===== config.mk =====
export PLATFORM = sky130hd
export DESIGN_NAME = booth_product_accumulator_flat
export DESIGN_NICKNAME = d
export VERILOG_FILES = /design/src/rtl/booth_product_accumulator_if.sv /design/src/rtl/booth_product_accumulator.sv /design/src/flat_wrapper.sv
export SDC_FILE = /design/constraint.sdc
export NUM_CORES = 1
export LEC_CHECK = 0
export BUFFER_PORTS_ARGS = -buffer_cell sky130_fd_sc_hd__buf_2
export CORE_MARGIN = 3
export CORE_UTILIZATION = 54
export CTS_CLUSTER_SIZE = 16
export DETAILED_ROUTE_END_ITERATION = 7
export GPL_TIMING_DRIVEN = 0
export PLACE_DENSITY = 0.8
export SYNTH_ARGS = -nofsm -noshare
export SYNTH_HDL_FRONTEND = slang
export SYNTH_SLANG_ARGS = --single-unit

===== constraint.sdc =====
create_clock -name clk -period 2.6 [get_ports clk]
set_input_delay 0.39 -clock clk [delete_from_list [all_inputs] [get_ports clk]]
set_output_delay 0.39 -clock clk [all_outputs]
set_load 0.01 [all_outputs]

===== src/rtl/booth_product_accumulator_if.sv =====
// ============================================================================
// Module      : booth_product_accumulator_if
// Description : Product-in / frame-sum-out handshake bundle for the Booth
//               product accumulator.
// Revision    : 1.0 - initial release
// ============================================================================
`default_nettype none

interface booth_product_accumulator_if #(
    parameter int PW = 8,
    parameter int AW = 16,
    parameter int CW = 3
) ();
    logic                 prod_valid;
    logic                 prod_ready;
    logic signed [PW-1:0] prod_data;
    logic                 prod_last;
    logic                 acc_valid;
    logic                 acc_ready;
    logic signed [AW-1:0] acc_data;
    logic        [CW-1:0] acc_count;
    logic                 acc_ovf;

    modport master (
        output prod_valid, prod_data, prod_last, acc_ready,
        input  prod_ready, acc_valid, acc_data, acc_count, acc_ovf
    );

    modport slave (
        input  prod_valid, prod_data, prod_last, acc_ready,
        output prod_ready, acc_valid, acc_data, acc_count, acc_ovf
    );
endinterface

`default_nettype wire


===== src/rtl/booth_product_accumulator.sv =====
// ============================================================================
// Module      : booth_product_accumulator
// Description : Sums frames of signed Booth products into a wide accumulator.
//               Optional macro BOOTH_ACC_SAT_EN clamps on overflow instead of
//               wrapping.
// Revision    : 1.0 - initial release
// ============================================================================
`default_nettype none

module booth_product_accumulator #(
    parameter int PW        = 8,
    parameter int AW        = 16,
    parameter int FRAME_LEN = 4,
    parameter int CW        = $clog2(FRAME_LEN + 1)
) (
    input  wire logic                          clk,
    input  wire logic                          rst,
    booth_product_accumulator_if.slave         bus
);

    typedef enum logic [0:0] {
        ST_ACCUM = 1'b0,
        ST_OUT   = 1'b1
    } state_t;

    state_t               state_q, state_d;
    logic signed [AW-1:0] acc_q, acc_d;
    logic        [CW-1:0] count_q, count_d;
    logic                 ovf_q, ovf_d;

    logic signed [PW-1:0] w_prod;
    logic signed [AW-1:0] w_ext;
    logic signed [AW-1:0] w_sum;
    logic signed [AW-1:0] w_acc_next;
    logic        [CW-1:0] w_count_inc;
    logic                 w_ovf;
    logic                 w_accept;
    logic                 w_frame_end;

    assign w_prod      = bus.prod_data;
    assign w_ext       = AW'(w_prod);
    assign w_sum       = acc_q + w_ext;
    // Signed overflow: like-signed addends producing a differently-signed sum.
    assign w_ovf       = (acc_q[AW-1] == w_ext[AW-1]) && (w_sum[AW-1] != acc_q[AW-1]);
    assign w_count_inc = count_q + CW'(1);

`ifdef BOOTH_ACC_SAT_EN
    localparam logic signed [AW-1:0] C_ACC_MAX = {1'b0, {(AW-1){1'b1}}};
    localparam logic signed [AW-1:0] C_ACC_MIN = {1'b1, {(AW-1){1'b0}}};
    assign w_acc_next = !w_ovf      ? w_sum :
                        acc_q[AW-1] ? C_ACC_MIN : C_ACC_MAX;
`else
    assign w_acc_next = w_sum;
`endif

    assign bus.prod_ready = (state_q == ST_ACCUM) && !rst;
    assign bus.acc_valid  = (state_q == ST_OUT)   && !rst;
    assign bus.acc_data   = acc_q;
    assign bus.acc_count  = count_q;
    assign bus.acc_ovf    = ovf_q;

    assign w_accept    = bus.prod_valid && bus.prod_ready;
    assign w_frame_end = bus.prod_last || (w_count_inc == CW'(FRAME_LEN));

    always_comb begin
        state_d = state_q;
        acc_d   = acc_q;
        count_d = count_q;
        ovf_d   = ovf_q;
        case (state_q)
            ST_ACCUM: begin
                if (w_accept) begin
                    acc_d   = w_acc_next;
                    count_d = w_count_inc;
                    ovf_d   = ovf_q | w_ovf;
                    if (w_frame_end) begin
                        state_d = ST_OUT;
                    end
                end
            end
            ST_OUT: begin
                if (bus.acc_ready) begin
                    acc_d   = '0;
                    count_d = '0;
                    ovf_d   = 1'b0;
                    state_d = ST_ACCUM;
                end
            end
            default: state_d = ST_ACCUM;
        endcase
    end

    always_ff @(posedge clk) begin
        if (rst) begin
            state_q <= ST_ACCUM;
            acc_q   <= '0;
            count_q <= '0;
            ovf_q   <= 1'b0;
        end else begin
            state_q <= state_d;
            acc_q   <= acc_d;
            count_q <= count_d;
            ovf_q   <= ovf_d;
        end
    end

endmodule

`default_nettype wire


===== src/flat_wrapper.sv =====
// flat-port wrapper written by rule: the top's interface ports become plain ports
module booth_product_accumulator_flat 
#(
    parameter int PW        = 8,
    parameter int AW        = 16,
    parameter int FRAME_LEN = 4,
    parameter int CW        = $clog2(FRAME_LEN + 1)
)
  (clk, rst, bus_prod_valid, bus_prod_data, bus_prod_last, bus_acc_ready, bus_prod_ready, bus_acc_valid, bus_acc_data, bus_acc_count, bus_acc_ovf);
  booth_product_accumulator_if #(.PW(PW), .AW(AW), .CW(CW)) bus_i ();
  input  wire logic clk;
  input  wire logic rst;
  input wire logic [$bits(bus_i.prod_valid)-1:0] bus_prod_valid;
  input wire logic [$bits(bus_i.prod_data)-1:0] bus_prod_data;
  input wire logic [$bits(bus_i.prod_last)-1:0] bus_prod_last;
  input wire logic [$bits(bus_i.acc_ready)-1:0] bus_acc_ready;
  output wire logic [$bits(bus_i.prod_ready)-1:0] bus_prod_ready;
  output wire logic [$bits(bus_i.acc_valid)-1:0] bus_acc_valid;
  output wire logic [$bits(bus_i.acc_data)-1:0] bus_acc_data;
  output wire logic [$bits(bus_i.acc_count)-1:0] bus_acc_count;
  output wire logic [$bits(bus_i.acc_ovf)-1:0] bus_acc_ovf;
  assign bus_i.prod_valid = bus_prod_valid;
  assign bus_i.prod_data = bus_prod_data;
  assign bus_i.prod_last = bus_prod_last;
  assign bus_i.acc_ready = bus_acc_ready;
  assign bus_prod_ready = bus_i.prod_ready;
  assign bus_acc_valid = bus_i.acc_valid;
  assign bus_acc_data = bus_i.acc_data;
  assign bus_acc_count = bus_i.acc_count;
  assign bus_acc_ovf = bus_i.acc_ovf;
  booth_product_accumulator #(.PW(PW), .AW(AW), .FRAME_LEN(FRAME_LEN), .CW(CW)) u_core (.clk(clk), .rst(rst), .bus(bus_i));
endmodule

==> impl_metrics.json, run 1 <==
{
  "outcome": "completed",
  "firstDrtPassIters": 4,
  "cp-end-kind": "register",
  "r2r_start": "u_core.bus.acc_data[9]$_SDFFE_PP0P_",
  "ant_nets": 0,
  "hold_viol": 0,
  "rr_endpoint": "u_core.bus.acc_data[15]$_SDFFE_PP0P_",
  "ioPinCount": 35,
  "die_area_um2": 3570,
  "path_class": "register to register",
  "worstMarginPinSlew_ps": 514,
  "post-route-min-period_ps": 2320,
  "wirelength_mm": 3.73,
  "hold_depth": 3,
  "synthToLayoutAreaGrowth_pct": 14.8,
  "critPathLaunchType": "register",
  "vias": 1501,
  "numCtsBuffers": 3,
  "grt_setup_unrepaired": "false",
  "die_y_um": 59.8,
  "synth_top_cell_area_share_pct": 26.9,
  "syn-instance-count": 189,
  "clock-sinks": 21,
  "p_leak_nw": 0.857,
  "cts_root_buf": "clkbuf_4",
  "htreeDepth": 1,
  "slew_viol_final": 0,
  "ys_seq_area_share_pct": 26.9,
  "diodes": 0,
  "cts_tree": "done",
  "placed_cell_area_um2": 1760,
  "avgSynthCellArea_um2": 8.26,
  "synth_flop_cell": "dfxtp_1",
  "antenna_found_initial": 0,
  "yosys-top-cells-area": "dfxtp_1 (27%), ha_1 (14%), a21oi_1 (5.8%)",
  "cts_setup_buffers": 0,
  "worst-path-max-fanout": 6,
  "r2r_cells": 7,
  "drtIter0Drc": 33,
  "yosysTopAreaCell": "dfxtp_1",
  "hpwl_mm": 2.96,
  "hold_class": "primary input to register",
  "grt_usage_pct": 22.5,
  "core_area_um2": 2610,
  "setup_viol": 0,
  "start_util_pct": 59.7,
  "rows": 18,
  "async_flop_share_pct": 0,
  "max_freq_ghz": 0.431,
  "finalClockSkew_ps": 2.50,
  "ys_ff_latch": 21,
  "grt_max_degree": 13,
  "post_cts_resized": 0,
  "grt-ovfl-total": 0,
  "worstPathArrival_ps": 2530,
  "ir_worst_vdd_mv": 0.357,
  "final_area_um2": 1790,
  "synth_area_um2": 1560,
  "dieWidth_um": 59.8,
  "grt_pass1_wl_mm": 6.25,
  "clkTransAtPathRegs_ps": 130,
  "synth-warning-count": 0,
  "holdBufCountCts": 0,
  "hold_start": "bus_prod_last",
  "grt_pass1_vias": 1450,
  "wire_per_inst_um": 14.6,
  "cts_buffer_depth": 2,
  "drcViolationCount": 0,
  "reg2reg_slack_ps": 280,
  "port_buffers": 33,
  "tns_ps": 0,
  "holdPathEnd": "u_core.state_q$_SDFF_PP0_",
  "slew_headroom_pct": 65.7,
  "clk-insertion-delay-late_ps": 310,
  "cap_violations": 0,
  "crit_required_ps": 2810,
  "finalCritPeriodShare_pct": 89.2,
  "slowest_delay_ps": 390,
  "synth_edf_count": 0,
  "drive_gt1_share_pct": 21.2,
  "viasPerCell": 5.86,
  "synth.distinct_cells": 47,
  "crit_chain": "ha_1 > and3_1 > a21boi_2 > a2111oi_2 > o21ai_1 > and2_1 > a311o_1",
  "pwr_density_cell_nw_per_um2": 561,
  "synthesis.nets": 220,
  "slowest_stage": "a2111oi_2",
  "gp_congestion": 0.872,
  "nNetsFinal": 258
}
kinds of logic (layout without fill, tap and decap cells):
kind of cell               Yosys count  in the layout  share of synthesized area [%]
adders and majority gates           18             18                           14.9
DFF                                 21             21                           26.9
muxes                                3              3                           2.00
and+or+nand+nor                     53             53                           16.2
buffers and inverters               15             52                           3.85
xor gates and xnor gates            10             10                           5.61
AOI/OAI and AO/OA                   69             69                           30.5
layer usage:
metal | routed length [um] | GRT usage [%]
met5 | 0 | 0
met3 | 207 | 3.02
met1 | 1630 | 28.1
met4 | 47 | 7.28
met2 | 1840 | 39.4
how the worst max path moves through the flow:
stage | from | end | slack (ps) | depth (start not counted)
floorplan | bus_prod_data[7] | u_core.bus.acc_data[15]$_SDFFE_PP0P_ | 420 | 7
global placement | bus_prod_data[7] | u_core.bus.acc_data[15]$_SDFFE_PP0P_ | 100 | 8
detailed placement | bus_prod_data[7] | u_core.bus.acc_data[15]$_SDFFE_PP0P_ | 70 | 8
CTS | u_core.bus.acc_data[9]$_SDFFE_PP0P_ | u_core.bus.acc_data[15]$_SDFFE_PP0P_ | 300 | 7
global route | u_core.bus.acc_data[9]$_SDFFE_PP0P_ | u_core.bus.acc_data[15]$_SDFFE_PP0P_ | 190 | 7
finish | u_core.bus.acc_data[9]$_SDFFE_PP0P_ | u_core.bus.acc_data[15]$_SDFFE_PP0P_ | 280 | 7
where the power goes:
group          leakage [nW]  total, mW  internal, mW  switching [mW]
clock network        0.0177      0.169        0.0575           0.111
registers             0.173      0.396         0.361          0.0340
logic                 0.667      0.439         0.188           0.251
total                 0.857       1.00         0.607           0.396
flip-flops by register name (all words and copies together) (netlist names):
name and count:
u_core.state_q 1, u_core.bus.acc_ovf 1, u_core.bus.acc_data 16, u_core.bus.acc_count 3
cells in the mapped netlist (2+ instances only):
cell type   n
mux2i_1     2
and3_1      3
o211ai_2    2
a31oi_1     2
xor2_1      3
buf_2       3
a211oi_1    2
or3_1       2
clkbuf_1    5
o21ai_1     3
a22oi_1     5
inv_1       7
ha_1       17
nor3_1      2
nand2_1    20
nand4_1     4
a22o_1      3
a21o_1      4
xnor2_1     7
nand3_1     3
and2_1      3
dfxtp_1    21
a21oi_1    18
o21ai_0    15
nor2_1     11
layout make-up:
class	instances	area, um^2
multi-input cells	153	1080
fillers	214	822
flip-flops and latches	21	420
repair buffers	33	165
well taps	30	37.5
plain buffers	8	33.8
inverters	7	26.3
clock buffers	3	22.5
clock inverters	1	5.00
through the flow:
stage | power (mW) | worst slack (ps) | cells | hold slack [ps] | util, %
global route | 1.08 | 186 | 256 | 352 | 68.5
finish | 1.00 | 282 | 256 | 337 | 68.5
global placement | 0.816 | 97.9 | 252 | 459 | 67.5
CTS | 1.00 | 296 | 256 | 340 | 68.5
detailed placement | 0.836 | 68.6 | 252 | 473 | 67.5
floorplan | 0.718 | 420 | 189 | 497 | -
critical path: cells and delay by family (launching register included):
family | cells | cell delay (ps)
compound gates | 4 | 1070
simple gates | 2 | 420
flops | 1 | 350
fa+ha+maj | 1 | 380
placed cells by master, fill, tap and decap left out, drive strengths merged, types with 2 or more instances in the layout:
master	count
buf	36
dfxtp	21
nand2	20
a21oi	19
o21ai	18
ha	17
nor2	11
clkbuf	8
inv	7
xnor2	7
a22oi	5
nand4	4
a21o	4
and2	3
and3	3
nand3	3
a22o	3
xor2	3
o211ai	3
a211oi	3
mux2i	2
nor3	2
or3	2
a31oi	2
a21boi	2
Note: power is estimated with default switching activity, not from simulation.
==> run 2, diff against run 1 <==
- RECOVER_POWER: not set -> 50
==> run 2 against run 1 <==
Hold slack better by 0.97 ps. Non-clock buffer count unchanged. Setup slack better by 9.8 ps. Cell area down 1.5%. Global-route usage unchanged. Die area unchanged. Largest power group unchanged. Highest routed layer unchanged.
==> impl_metrics.json, run 2 (synthesis gave the netlist of run 1 again) <==
{
  "firstDrtPassIters": 4,
  "slowest_stage": "a2111oi_2",
  "htreeDepth": 1,
  "rr_endpoint": "u_core.bus.acc_data[15]$_SDFFE_PP0P_",
  "slew_headroom_pct": 65.6,
  "wirelength_mm": 3.73,
  "clkTransAtPathRegs_ps": 130,
  "viasPerCell": 5.93,
  "cts_root_buf": "clkbuf_4",
  "cap_violations": 0,
  "tns_ps": 0,
  "switching_power_uw": 398,
  "grt_pass1_wl_mm": 6.25,
  "clkPwrFrac_pct": 17.1,
  "start_util_pct": 59.7,
  "hold_depth": 3,
  "final_common_cell": "clkbuf_1",
  "finalCritPeriodShare_pct": 88.8,
  "max_freq_ghz": 0.433,
  "grt_util_met2_pct": 39.4,
  "p_leak_nw": 0.774,
  "ioPinCount": 35,
  "synthToLayoutAreaGrowth_pct": 13.1,
  "grt_setup_unrepaired": "false",
  "grt_pass1_vias": 1450,
  "die_y_um": 59.8,
  "hold_viol": 0,
  "vias": 1517,
  "grt-ovfl-total": 0,
  "power_frac_comb_pct": 43.1,
  "ir_worst_vdd_mv": 0.357,
  "clock-sinks": 21,
  "top_usage_layer": "met2",
  "crit_chain": "ha_1 > and3_1 > a21boi_2 > a2111oi_2 > o21ai_1 > and2_1 > a311o_1",
  "dp.cells": 252,
  "r2r_start": "u_core.bus.acc_data[9]$_SDFFE_PP0P_",
  "grt_use_met3_pct": 3.02,
  "slew_viol_final": 0,
  "rows": 18,
  "grt_usage_pct": 22.5,
  "hold_class": "primary input to register",
  "worstPathArrival_ps": 2520,
  "regArea_um2": 420,
  "swShare_pct": 40.0,
  "crit_required_ps": 2810,
  "drcViolationCount": 0,
  "path_buf_inv": 0,
  "cp_top_family": "compound AO/OA/AOI/OAI gates",
  "final_cell_mix": "clkbuf_1 (26), dfxtp_1 (21), nand2_1 (20)",
  "nNetsFinal": 258,
  "largest_register_ff_count": 16,
  "wire_per_inst_um": 14.6,
  "critical_path.startpoint": "u_core.bus.acc_data[9]$_SDFFE_PP0P_",
  "drive_gt1_share_pct": 11.9,
  "slowest_delay_ps": 390,
  "multi_input_area_um2": 1080,
  "die_area_um2": 3570,
  "post_cts_resized": 0,
  "worstMarginPinSlew_ps": 516,
  "gp_congestion": 0.872,
  "use_met1_pct": 28.1,
  "cts_setup_buffers": 0,
  "hpwl_mm": 2.96,
  "diodes": 0,
  "clk-insertion-delay-late_ps": 310,
  "drtIter0Drc": 38,
  "path_class": "register to register",
  "cts_tree": "done",
  "pwr_density_cell_nw_per_um2": 564,
  "crit_cells": 7,
  "core_area_um2": 2610,
  "post-route-min-period_ps": 2310,
  "fin_cells": 256,
  "grt_max_degree": 13,
  "dieWidth_um": 59.8,
  "holdBufCountCts": 0,
  "whs_ps": 338,
  "r2r_cells": 7,
  "numCtsBuffers": 3,
  "seq_power_share_pct": 39.9,
  "reg2reg_slack_ps": 290,
  "setup_viol": 0,
  "power.internal_uw": 597,
  "cts_buffer_depth": 2,
  "port_buffers": 33,
  "finalClockSkew_ps": 3.09,
  "outcome": "completed",
  "n_fill_cell": 227,
  "antenna_found_initial": 0,
  "ant_nets": 0,
  "worst-path-max-fanout": 6,
  "endpoint": "u_core.bus.acc_data[15]$_SDFFE_PP0P_",
  "cp-end-kind": "register",
  "critPathLaunchType": "register",
  "utilization_pct": 67.5,
  "finalPower_uw": 995
}
-- run 2: cell types whose count changed in the layout (fill, tap and decap cells not counted) --
cell | previous run | this run
buf_2 | 36 | 15
clkbuf_1 | 5 | 26
-- run 2: worst min-delay path: cells and delay by family --
kind,cells,cell delay [ps]
buffers and inverters,1,80
AOI/OAI and AO/OA,2,160
-- run 2: power by group through the flow --
stage	registers, mW	logic [mW]	clock network [mW]
finish	0.397	0.428	0.170
global route	0.403	0.476	0.189
CTS	0.395	0.438	0.171
detailed placement	0.402	0.434	0
global placement	0.399	0.417	0
floorplan	0.417	0.301	0
-- run 2: metal layers --
layer | share of wire, % | wire length [um]
met1 | 44 | 1660
met2 | 49 | 1830
met3 | 4.8 | 180
met4 | 1.7 | 63
met5 | 0 | 0
-- run 2: cell type report --
type	instances	share of cell area, %
repair buffers	33	7.87
clock inverters	1	0.284
inverters	7	1.49
clock buffers	3	1.28
multi-input cells	153	61.2
well taps	30	2.13
flip-flops and latches	21	23.8
plain buffers	8	1.91
-- run 2: through the flow --
stage	worst slack (ps)	area, um^2
after floorplan	420	1560
after global placement	97.9	1760
after detailed placement	68.6	1760
after CTS	296	1790
after global routing	184	1760
final	292	1760
-- run 2: worst min path at each step --
| stage | slack [ps] | to | start |
|---|---|---|---|
| 6_report | 340 | u_core.state_q$_SDFF_PP0_ | bus_prod_last |
| 4_1_cts | 340 | u_core.state_q$_SDFF_PP0_ | bus_prod_last |
| 3_3_place_gp | 460 | u_core.bus.acc_data[6]$_SDFFE_PP0P_ | u_core.bus.acc_data[6]$_SDFFE_PP0P_ |
| 2_1_floorplan | 500 | u_core.bus.acc_data[13]$_SDFFE_PP0P_ | u_core.bus.acc_data[13]$_SDFFE_PP0P_ |
| 3_5_place_dp | 470 | u_core.bus.acc_data[2]$_SDFFE_PP0P_ | u_core.bus.acc_data[2]$_SDFFE_PP0P_ |
| 5_1_grt | 350 | u_core.state_q$_SDFF_PP0_ | bus_prod_last |
==> run 3, diff against run 2 <==
- CORE_UTILIZATION: 54 -> 55
- CTS_BUF_LIST: not set -> sky130_fd_sc_hd__clkbuf_4
- PLACE_DENSITY: 0.8 -> 0.81
- RECOVER_POWER: 50 -> not set
==> run 3 against run 2 <==
Routed wire length rose by 1.3%. Clock-buffer cell count did not move. Highest routed layer unchanged. Clock power hardly changed. Maximum frequency decreased by 0.29%. Cell area grew 1.6%. Critical path type unchanged. Combinational power grew 3%. Register-to-register slack about the same. Via count rose by 1.3%. Cell count is the same. First-iteration DRC count increased by 47%.
==> impl_metrics.json, run 3 (synthesis gave the netlist of run 1 again) <==
{
  "outcome": "completed",
  "largest_register_ff_count": 16,
  "ant_nets": 0,
  "finalPower_mw": 1.01,
  "utilization_pct": 69.2,
  "slew_headroom_pct": 63.3,
  "final_common_cell": "buf_2",
  "cts_tree": "done",
  "grt_usage_pct": 23.7,
  "n_fill_cell": 220,
  "diodes": 0,
  "final_cell_mix": "buf_2 (36), dfxtp_1 (21), nand2_1 (20)",
  "place_ws_ps": 63.3,
  "cap_violations": 0,
  "crit_chain": "ha_1 > and3_1 > a21boi_2 > a2111oi_2 > o21ai_1 > and2_1 > a311o_1",
  "p_leak_nw": 0.853,
  "post-route-min-period_ps": 2310,
  "slew_viol_final": 0,
  "clkTransAtPathRegs_ps": 130,
  "hpwl_mm": 2.95,
  "ir_worst_vdd_mv": 0.508,
  "clk-insertion-delay-late_ps": 320,
  "clock-sinks": 21,
  "grt_max_degree": 14,
  "rows": 18,
  "die_y_um": 59.3,
  "path_buf_inv": 0,
  "regArea_um2": 420,
  "post_cts_resized": 0,
  "final_area_um2": 1790,
  "fin_cells": 256,
  "nNetsFinal": 258,
  "viasPerCell": 6.00,
  "reg2reg_slack_ps": 290,
  "pwr_density_cell_nw_per_um2": 561,
  "worst-path-max-fanout": 6,
  "setup_viol": 0,
  "vias": 1536,
  "setup_slack_ps": 285,
  "htreeDepth": 1,
  "wirelength_mm": 3.78,
  "drive_gt1_share_pct": 21.2,
  "critPathLaunchType": "register",
  "drcViolationCount": 0,
  "slowest_stage": "a2111oi_2",
  "crit_required_ps": 2820,
  "placed_cell_area_um2": 1760,
  "start_util_pct": 60.2,
  "cts_setup_buffers": 0,
  "tns_ps": 0,
  "grt_pass1_vias": 1541,
  "path_class": "register to register",
  "cp-end-kind": "register",
  "ioPinCount": 35,
  "numCtsBuffers": 3,
  "finalCritPeriodShare_pct": 89.0,
  "drtIter0Drc": 56,
  "holdBufCountCts": 0,
  "whs_ps": 296,
  "wire_per_inst_um": 14.8,
  "gp_congestion": 0.846,
  "grt_setup_unrepaired": "false",
  "port_buffers": 33,
  "slowest_delay_ps": 400,
  "dp.cells": 252,
  "cts_buffer_depth": 2,
  "grt-ovfl-total": 0,
  "worstMarginPinSlew_ps": 551,
  "core_area_um2": 2590,
  "synthToLayoutAreaGrowth_pct": 14.9,
  "hold_viol": 0,
  "cts_root_buf": "clkbuf_4",
  "die_area_um2": 3510,
  "firstDrtPassIters": 4,
  "multi_input_area_um2": 1080,
  "grt_pass1_wl_mm": 6.49,
  "antenna_found_initial": 0,
  "worstPathArrival_ps": 2540,
  "dieWidth_um": 59.3,
  "cp_top_family": "compound AO/OA/AOI/OAI gates",
  "max_freq_ghz": 0.432,
  "hold_class": "primary input to register",
  "finalClockSkew_ps": 3.84
}
run 3: cell count changes in the layout (fill, tap and decap cells not counted):
cell / previous run / this run
clkinv_2: 1 / 0
clkinvlp_4: 0 / 1
buf_2: 15 / 36
clkbuf_1: 26 / 5
run 3: metal layers:
| metal | GRT usage, % | wire length, um | vias up | part of all wire (%) |
|---|---|---|---|---|
| met1 | 29.3 | 1630 | 690 | 43 |
| met2 | 40.7 | 1860 | 62 | 49 |
| met3 | 4.14 | 232 | 8 | 6.1 |
| met4 | 8.41 | 60 | 0 | 1.6 |
| met5 | 0 | 0 | - | 0 |
| li1 | - | - | 776 | - |
run 3: worst paths after layout:
check | startpoint | cells after the start | endpoint
setup / recovery | u_core.bus.acc_data[9]$_SDFFE_PP0P_ | 7 | u_core.bus.acc_data[15]$_SDFFE_PP0P_
hold / removal | bus_prod_last | 3 | u_core.state_q$_SDFF_PP0_
setup reg to reg | u_core.bus.acc_data[9]$_SDFFE_PP0P_ | 7 | u_core.bus.acc_data[15]$_SDFFE_PP0P_
hold reg to reg | u_core.bus.acc_data[10]$_SDFFE_PP0P_ | 2 | u_core.bus.acc_data[10]$_SDFFE_PP0P_
run 3: power breakdown:
part / internal (mW) / total (mW) / switching, mW
sequential: 0.361 / 0.396 / 0.0340
combinational: 0.188 / 0.439 / 0.251
clock: 0.0589 / 0.171 / 0.112
total: 0.608 / 1.01 / 0.398
run 3: cell type report:
class / count / area share (%)
multi-input combinational: 153 / 60.2
clock inverter: 1 / 0.419
sequential: 21 / 23.4
inverter: 7 / 1.47
timing repair buffer: 33 / 9.21
clock buffer: 3 / 1.26
tap: 30 / 2.09
buffer: 8 / 1.88
run 3: worst register-to-register path, cell delays in order (launching register included):
cell and delay (ps):
dfxtp_1 350, ha_1 390, and3_1 230, a21boi_2 160, a2111oi_2 400, o21ai_1 160
and2_1 180, a311o_1 340
